### src/rtl/servo_pwm_bank.sv
// ============================================================================
// servo_pwm_bank
// ----------------------------------------------------------------------------
// Purpose:
//   Six-channel hobby-servo PWM generator. It takes the six 7-bit servo
//   positions from the register file and drives one pulse per channel per
//   frame. Positions and the output enable are captured only at frame
//   boundaries, so processor writes never truncate or stretch a pulse in
//   flight.
//
// Ports:
//   i_clock        in   1  system clock, all logic on the rising edge
//   i_ctrl_reset   in   1  synchronous, active-high reset
//   i_enable       in   1  output enable, captured at frame boundaries only
//   i_servo0..5    in   7  unsigned position per channel
//   o_pwm          out  6  o_pwm[n] drives servo n (registered)
//   o_frame_start  out  1  one-cycle pulse on the first cycle of each frame
//                          (registered)
// ============================================================================
module servo_pwm_bank #(
    parameter int PRESCALE    = 500,
    parameter int FRAME_TICKS = 2000,
    parameter int BASE_TICKS  = 100,
    parameter int MAX_POS     = 100
) (
    input  logic       i_clock,
    input  logic       i_ctrl_reset,
    input  logic       i_enable,
    input  logic [6:0] i_servo0,
    input  logic [6:0] i_servo1,
    input  logic [6:0] i_servo2,
    input  logic [6:0] i_servo3,
    input  logic [6:0] i_servo4,
    input  logic [6:0] i_servo5,
    output logic [5:0] o_pwm,
    output logic       o_frame_start
);

    localparam int PW = $clog2(PRESCALE);
    localparam int FW = $clog2(FRAME_TICKS);
    // Common width for comparing the frame counter against a pulse width.
    localparam int CW = (FW > 8) ? FW : 8;

    localparam logic [PW-1:0] PRE_LAST   = PW'(PRESCALE - 1);
    localparam logic [FW-1:0] FRAME_LAST = FW'(FRAME_TICKS - 1);
    localparam logic [6:0]    MAX_POS_V  = 7'(MAX_POS);
    localparam logic [7:0]    BASE_V     = 8'(BASE_TICKS);

    logic [PW-1:0] r_preCnt;
    logic [FW-1:0] r_frameCnt;
    logic [6:0]    r_shadow [6];
    logic          r_enShadow;
    logic [5:0]    r_pwm;
    logic          r_frameStart;

    logic [6:0]    w_servo      [6];
    logic [6:0]    w_shadowNext [6];
    logic [7:0]    w_width      [6];
    logic          w_tick;
    logic          w_boundary;
    logic [PW-1:0] w_preNext;
    logic [FW-1:0] w_frameNext;
    logic          w_enNext;
    logic [5:0]    w_pwmNext;

    assign w_servo[0] = i_servo0;
    assign w_servo[1] = i_servo1;
    assign w_servo[2] = i_servo2;
    assign w_servo[3] = i_servo3;
    assign w_servo[4] = i_servo4;
    assign w_servo[5] = i_servo5;

    // A tick ends each prescaler period; the last tick of the frame is the
    // boundary where everything is re-latched.
    assign w_tick     = (r_preCnt == PRE_LAST);
    assign w_boundary = w_tick && (r_frameCnt == FRAME_LAST);

    // Next-state values for counters and shadows. The PWM register is driven
    // from these next-state values so that on the boundary edge the output
    // rises together with frame_start, using the freshly latched position
    // and enable. A channel stays high while the frame counter is below its
    // width in ticks, which is exactly width*PRESCALE cycles.
    always_comb begin
        w_preNext   = w_tick ? '0 : r_preCnt + PW'(1);
        w_frameNext = r_frameCnt;
        if (w_boundary) begin
            w_frameNext = '0;
        end else if (w_tick) begin
            w_frameNext = r_frameCnt + FW'(1);
        end
        w_enNext  = w_boundary ? i_enable : r_enShadow;
        w_pwmNext = '0;
        for (int n = 0; n < 6; n++) begin
            w_shadowNext[n] = r_shadow[n];
            if (w_boundary) begin
                w_shadowNext[n] = (w_servo[n] > MAX_POS_V) ? MAX_POS_V : w_servo[n];
            end
            w_width[n]   = BASE_V + {1'b0, w_shadowNext[n]};
            w_pwmNext[n] = w_enNext && (CW'(w_frameNext) < CW'(w_width[n]));
        end
    end

    // State register. Reset wins over everything, including a pulse in
    // progress, and drops the outputs on the following cycle.
    always_ff @(posedge i_clock) begin
        if (i_ctrl_reset) begin
            r_preCnt     <= '0;
            r_frameCnt   <= '0;
            r_enShadow   <= 1'b0;
            r_pwm        <= '0;
            r_frameStart <= 1'b0;
            for (int n = 0; n < 6; n++) begin
                r_shadow[n] <= '0;
            end
        end else begin
            r_preCnt     <= w_preNext;
            r_frameCnt   <= w_frameNext;
            r_enShadow   <= w_enNext;
            r_pwm        <= w_pwmNext;
            r_frameStart <= w_boundary;
            for (int n = 0; n < 6; n++) begin
                r_shadow[n] <= w_shadowNext[n];
            end
        end
    end

    assign o_pwm         = r_pwm;
    assign o_frame_start = r_frameStart;

endmodule

### config.mk
export PLATFORM = sky130hd
export DESIGN_NAME = servo_pwm_bank
export DESIGN_NICKNAME = d
export VERILOG_FILES = /design/src/rtl/servo_pwm_bank.sv
export SDC_FILE = /design/constraint.sdc
export NUM_CORES = 1
export LEC_CHECK = 0
export CAP_MARGIN = 5
export CORE_ASPECT_RATIO = 1.5
export CORE_UTILIZATION = 55
export CTS_CLUSTER_SIZE = 8
export DETAILED_ROUTE_END_ITERATION = 10
export PLACE_DENSITY = 0.84
export SLEW_MARGIN = 20
export SYNTH_ARGS = -nofsm -noshare
export SYNTH_HDL_FRONTEND = slang
export SYNTH_SLANG_ARGS = --single-unit
### constraint.sdc
create_clock -name i_clock -period 5.85 [get_ports i_clock]
set_input_delay 1.17 -clock i_clock [delete_from_list [all_inputs] [get_ports i_clock]]
set_output_delay 1.17 -clock i_clock [all_outputs]
set_load 0.01 [all_outputs]
==> flow_summary.ini <==
[synthesis]
synth_warnings = 0
ys_ff_latch = 70
synth_ff_type = dfxtp_1
synth_edf_count = 0
async_flop_share_pct = 0
syn_inst = 572
synth_cell_type_count = 54
synth_area_per_cell_sq_um = 8.02
syn-num-nets = 667
synthesis.area_sq_mm = 0.00459
seq_area_frac_synth_pct = 30.6

[clocking]
cts_resized = 0
numCtsBuffers = 9
clkSlewWorstSetupHoldPaths_ps = 50
h-tree-depth = 3
clock-sinks = 70
root_buffer = clkbuf_16
cts-hold-fix-buffers = 0
cts.path.max_buffers = 2
cts_tree = yes
clk_latency_ps = 340
post_cts_buffers = 0

[floorplanning]
initial_utilization_pct = 56.9
pin_count = 52
dieArea_sq_mm = 0.00871
core_region_area_sq_mm = 0.00806
floorplan.die.height_um = 114
die_w_um = 76.6
fp-row-count = 40

[sta]
relSlewSlack_pct = 25.6
tns_ps = 0
final-setup-viol-count = 0
period_minus_slack_ps = 4340
finalCritPeriodShare_pct = 74.2
drv_slew = 0
worst_pin_slew_ps = 1110
final-hold-violation-count = 0
max_clock_freq_mhz = 230
rsz0062_at_grt = no
skew_ps = 5.33

[pwr]
powerDensity_mw_per_mm2 = 194
vdd_drop_max_v = 0.000157
power.leakage_nw = 2.21
total_power_mw = 1.05

[route]
final_antenna_net_count = 0
via_per_inst = 6.12
vias = 4437
post-route-drc-count = 0
dr.pass1.iters = 5
drt-initial-drc-count = 311
drt-total-wl_um = 11600
wire_per_inst_um = 16.0

[setup_path]
worstSetupEndpointType = flip-flop
required_ps = 6080
start_kind = flip-flop
slowest_stage = or4b_4
crit_path_max_incr_delay_ps = 560
rrSetupSlack_ps = 1510
cp.arrival_ps = 4570
crit_family = compound AO/OA/AOI/OAI gates
crit_type = reg2reg
crit_chain = ha_1 > nand4b_1 > or4b_4 > nor2_4 > buf_4 > o21ai_0 > nand2_1 > ha_1 > a21oi_1 > xnor2_1 > nand2_1 > o21ai_0 > ha_1 > a21oi_1 > o21ai_0 > a221o_1 > a211oi_1
crit_fanout = 60
critical_path_buf_inv_count = 1

[final_layout]
final-seq-area_sq_mm = 0.00140
drive_above_1_share_pct = 5.16
num-fill-cells = 646
multiInputGateArea_sq_mm = 0.00303
syn_to_final_growth_pct = 17.9
nNetsFinal = 711
antenna_cells = 0
design_area_sq_mm = 0.00541

[grt]
antenna_found_initial = 0
grt-ovfl-total = 0
grt_max_degree = 75
grt_pass1_vias = 4437
track_usage_pct = 28.2
grt_pass1_wl_um = 19500

[placement]
hpwl_um = 7950
place.gp.congestion = 0.834
dpl_cell_area_sq_mm = 0.00514
numPortBuffers = 51

[status]
status = finished clean

[run]
cap_viol_max_count = 0

[hold_path]
min_path_type = reg2reg
sequential cells by signal, summed over array words and instances (netlist names):
register and count:
o_frame_start 1, o_pwm 6, r_enShadow 1, r_frameCnt 11, r_preCnt 9, r_shadow 42
through the flow:
step / hold WS (ps) / std cells / setup slack [ps] / util [%]
3_5_place_dp: 448 / 710 / 1590 / 63.8
5_1_grt: 484 / 725 / 1190 / 67.1
3_3_place_gp: 444 / 710 / 1630 / 63.8
2_1_floorplan: 435 / 572 / 2380 / -
4_1_cts: 458 / 725 / 1550 / 67.1
6_report: 458 / 725 / 1510 / 67.1
cells in the final DEF, fill, tap and decap left out, types with 2 or more instances in the layout:
master / instances
and3_1: 13
nor2_1: 55
buf_4: 4
xor2_1: 17
o311ai_0: 5
a211oi_1: 4
o21ai_0: 27
nor3_1: 25
a31oi_1: 2
nor4_1: 3
and4_1: 5
nor3b_1: 2
ha_1: 50
nor2b_1: 9
o21a_1: 2
a21oi_1: 66
nand3_1: 28
o31ai_1: 2
o21ai_1: 5
clkbuf_8: 2
a221o_1: 5
a21o_1: 7
clkbuf_1: 3
inv_1: 10
or4_1: 2
clkdlybuf4s50_1: 50
xnor2_1: 19
mux2i_1: 4
nand4_1: 10
a311oi_1: 2
dfxtp_1: 70
clkbuf_16: 9
nand2_1: 79
worst register-to-register path: cells and delay by family, from the launching register on:
family,cells,cell delay (ps)
compound gates,7,1270
buf+inv,1,490
fa+ha+maj,3,850
flops,1,420
xor+xnor,1,140
simple gates,5,1050
cells by family (layout without fill, tap and decap cells):
group,Yosys count,in the layout,synth area share [%]
and+or+nand+nor,247,247,27.5
AOI/OAI and AO/OA,133,133,17.2
DFF,70,70,30.6
adders and majority gates,50,50,13.6
xor gates and xnor gates,36,36,6.88
buffers and inverters,32,80,3.36
muxes,4,4,0.873
power breakdown:
| part | leakage, nW | internal (mW) | switching [mW] |
|---|---|---|---|
| logic | 1.52 | 0.0351 | 0.0310 |
| clock network | 0.133 | 0.307 | 0.194 |
| registers | 0.564 | 0.479 | 0.00183 |
| total | 2.21 | 0.821 | 0.227 |
layout make-up:
class                           instances  share of cell area, %
Multi-Input combinational cell        470                   56.1
Clock buffer                           14                   4.88
Tap cell                              105                   2.43
Inverter                               10                  0.694
Clock inverter                          1                 0.0925
Sequential cell                        70                   25.9
Timing Repair Buffer                   55                   9.90
cell usage after synthesis, types with 2 or more instances:
cell type / n / area, sq um
a21oi_1: 66 / 330
nor4_1: 3 / 18.8
and4_1: 5 / 43.8
o21ai_0: 27 / 135
a211oi_1: 4 / 30.0
buf_2: 4 / 20.0
o31ai_1: 2 / 15.0
nor3_1: 25 / 125
buf_6: 2 / 22.5
xor2_1: 17 / 149
nand2_1: 80 / 300
xnor2_1: 19 / 166
nor2b_1: 9 / 56.3
mux2i_1: 4 / 40.0
clkbuf_1: 14 / 52.6
nand3_1: 28 / 140
a311oi_1: 2 / 17.5
o311ai_0: 5 / 43.8
nand4_1: 10 / 62.6
a221o_1: 5 / 50.1
a31oi_1: 2 / 12.5
nor3b_1: 2 / 15.0
and3_1: 13 / 81.3
nor2_1: 55 / 206
o21ai_1: 5 / 25.0
o21a_1: 2 / 15.0
dfxtp_1: 70 / 1400
inv_1: 10 / 37.5
or4_1: 2 / 15.0
ha_1: 50 / 626
a21o_1: 7 / 52.6
per-layer routing:
| layer | part of all wire [%] | GRT usage, % | wire length (um) |
|---|---|---|---|
| met5 | 0 | 0 | 0 |
| met4 | 3.7 | 18.7 | 433 |
| met3 | 4.0 | 5.76 | 467 |
| met2 | 52 | 52.2 | 6100 |
| met1 | 40 | 28.4 | 4630 |
final timing paths:
| path | start | end | cells after the start |
|---|---|---|---|
| max | r_frameCnt[0] | o_pwm[0] | 17 |
| min | r_shadow[1][0] | r_shadow[1][0] | 2 |
| max reg2reg | r_frameCnt[0] | o_pwm[0] | 17 |
| min reg2reg | r_shadow[1][0] | r_shadow[1][0] | 2 |
Power figures use the tool's default switching activity.
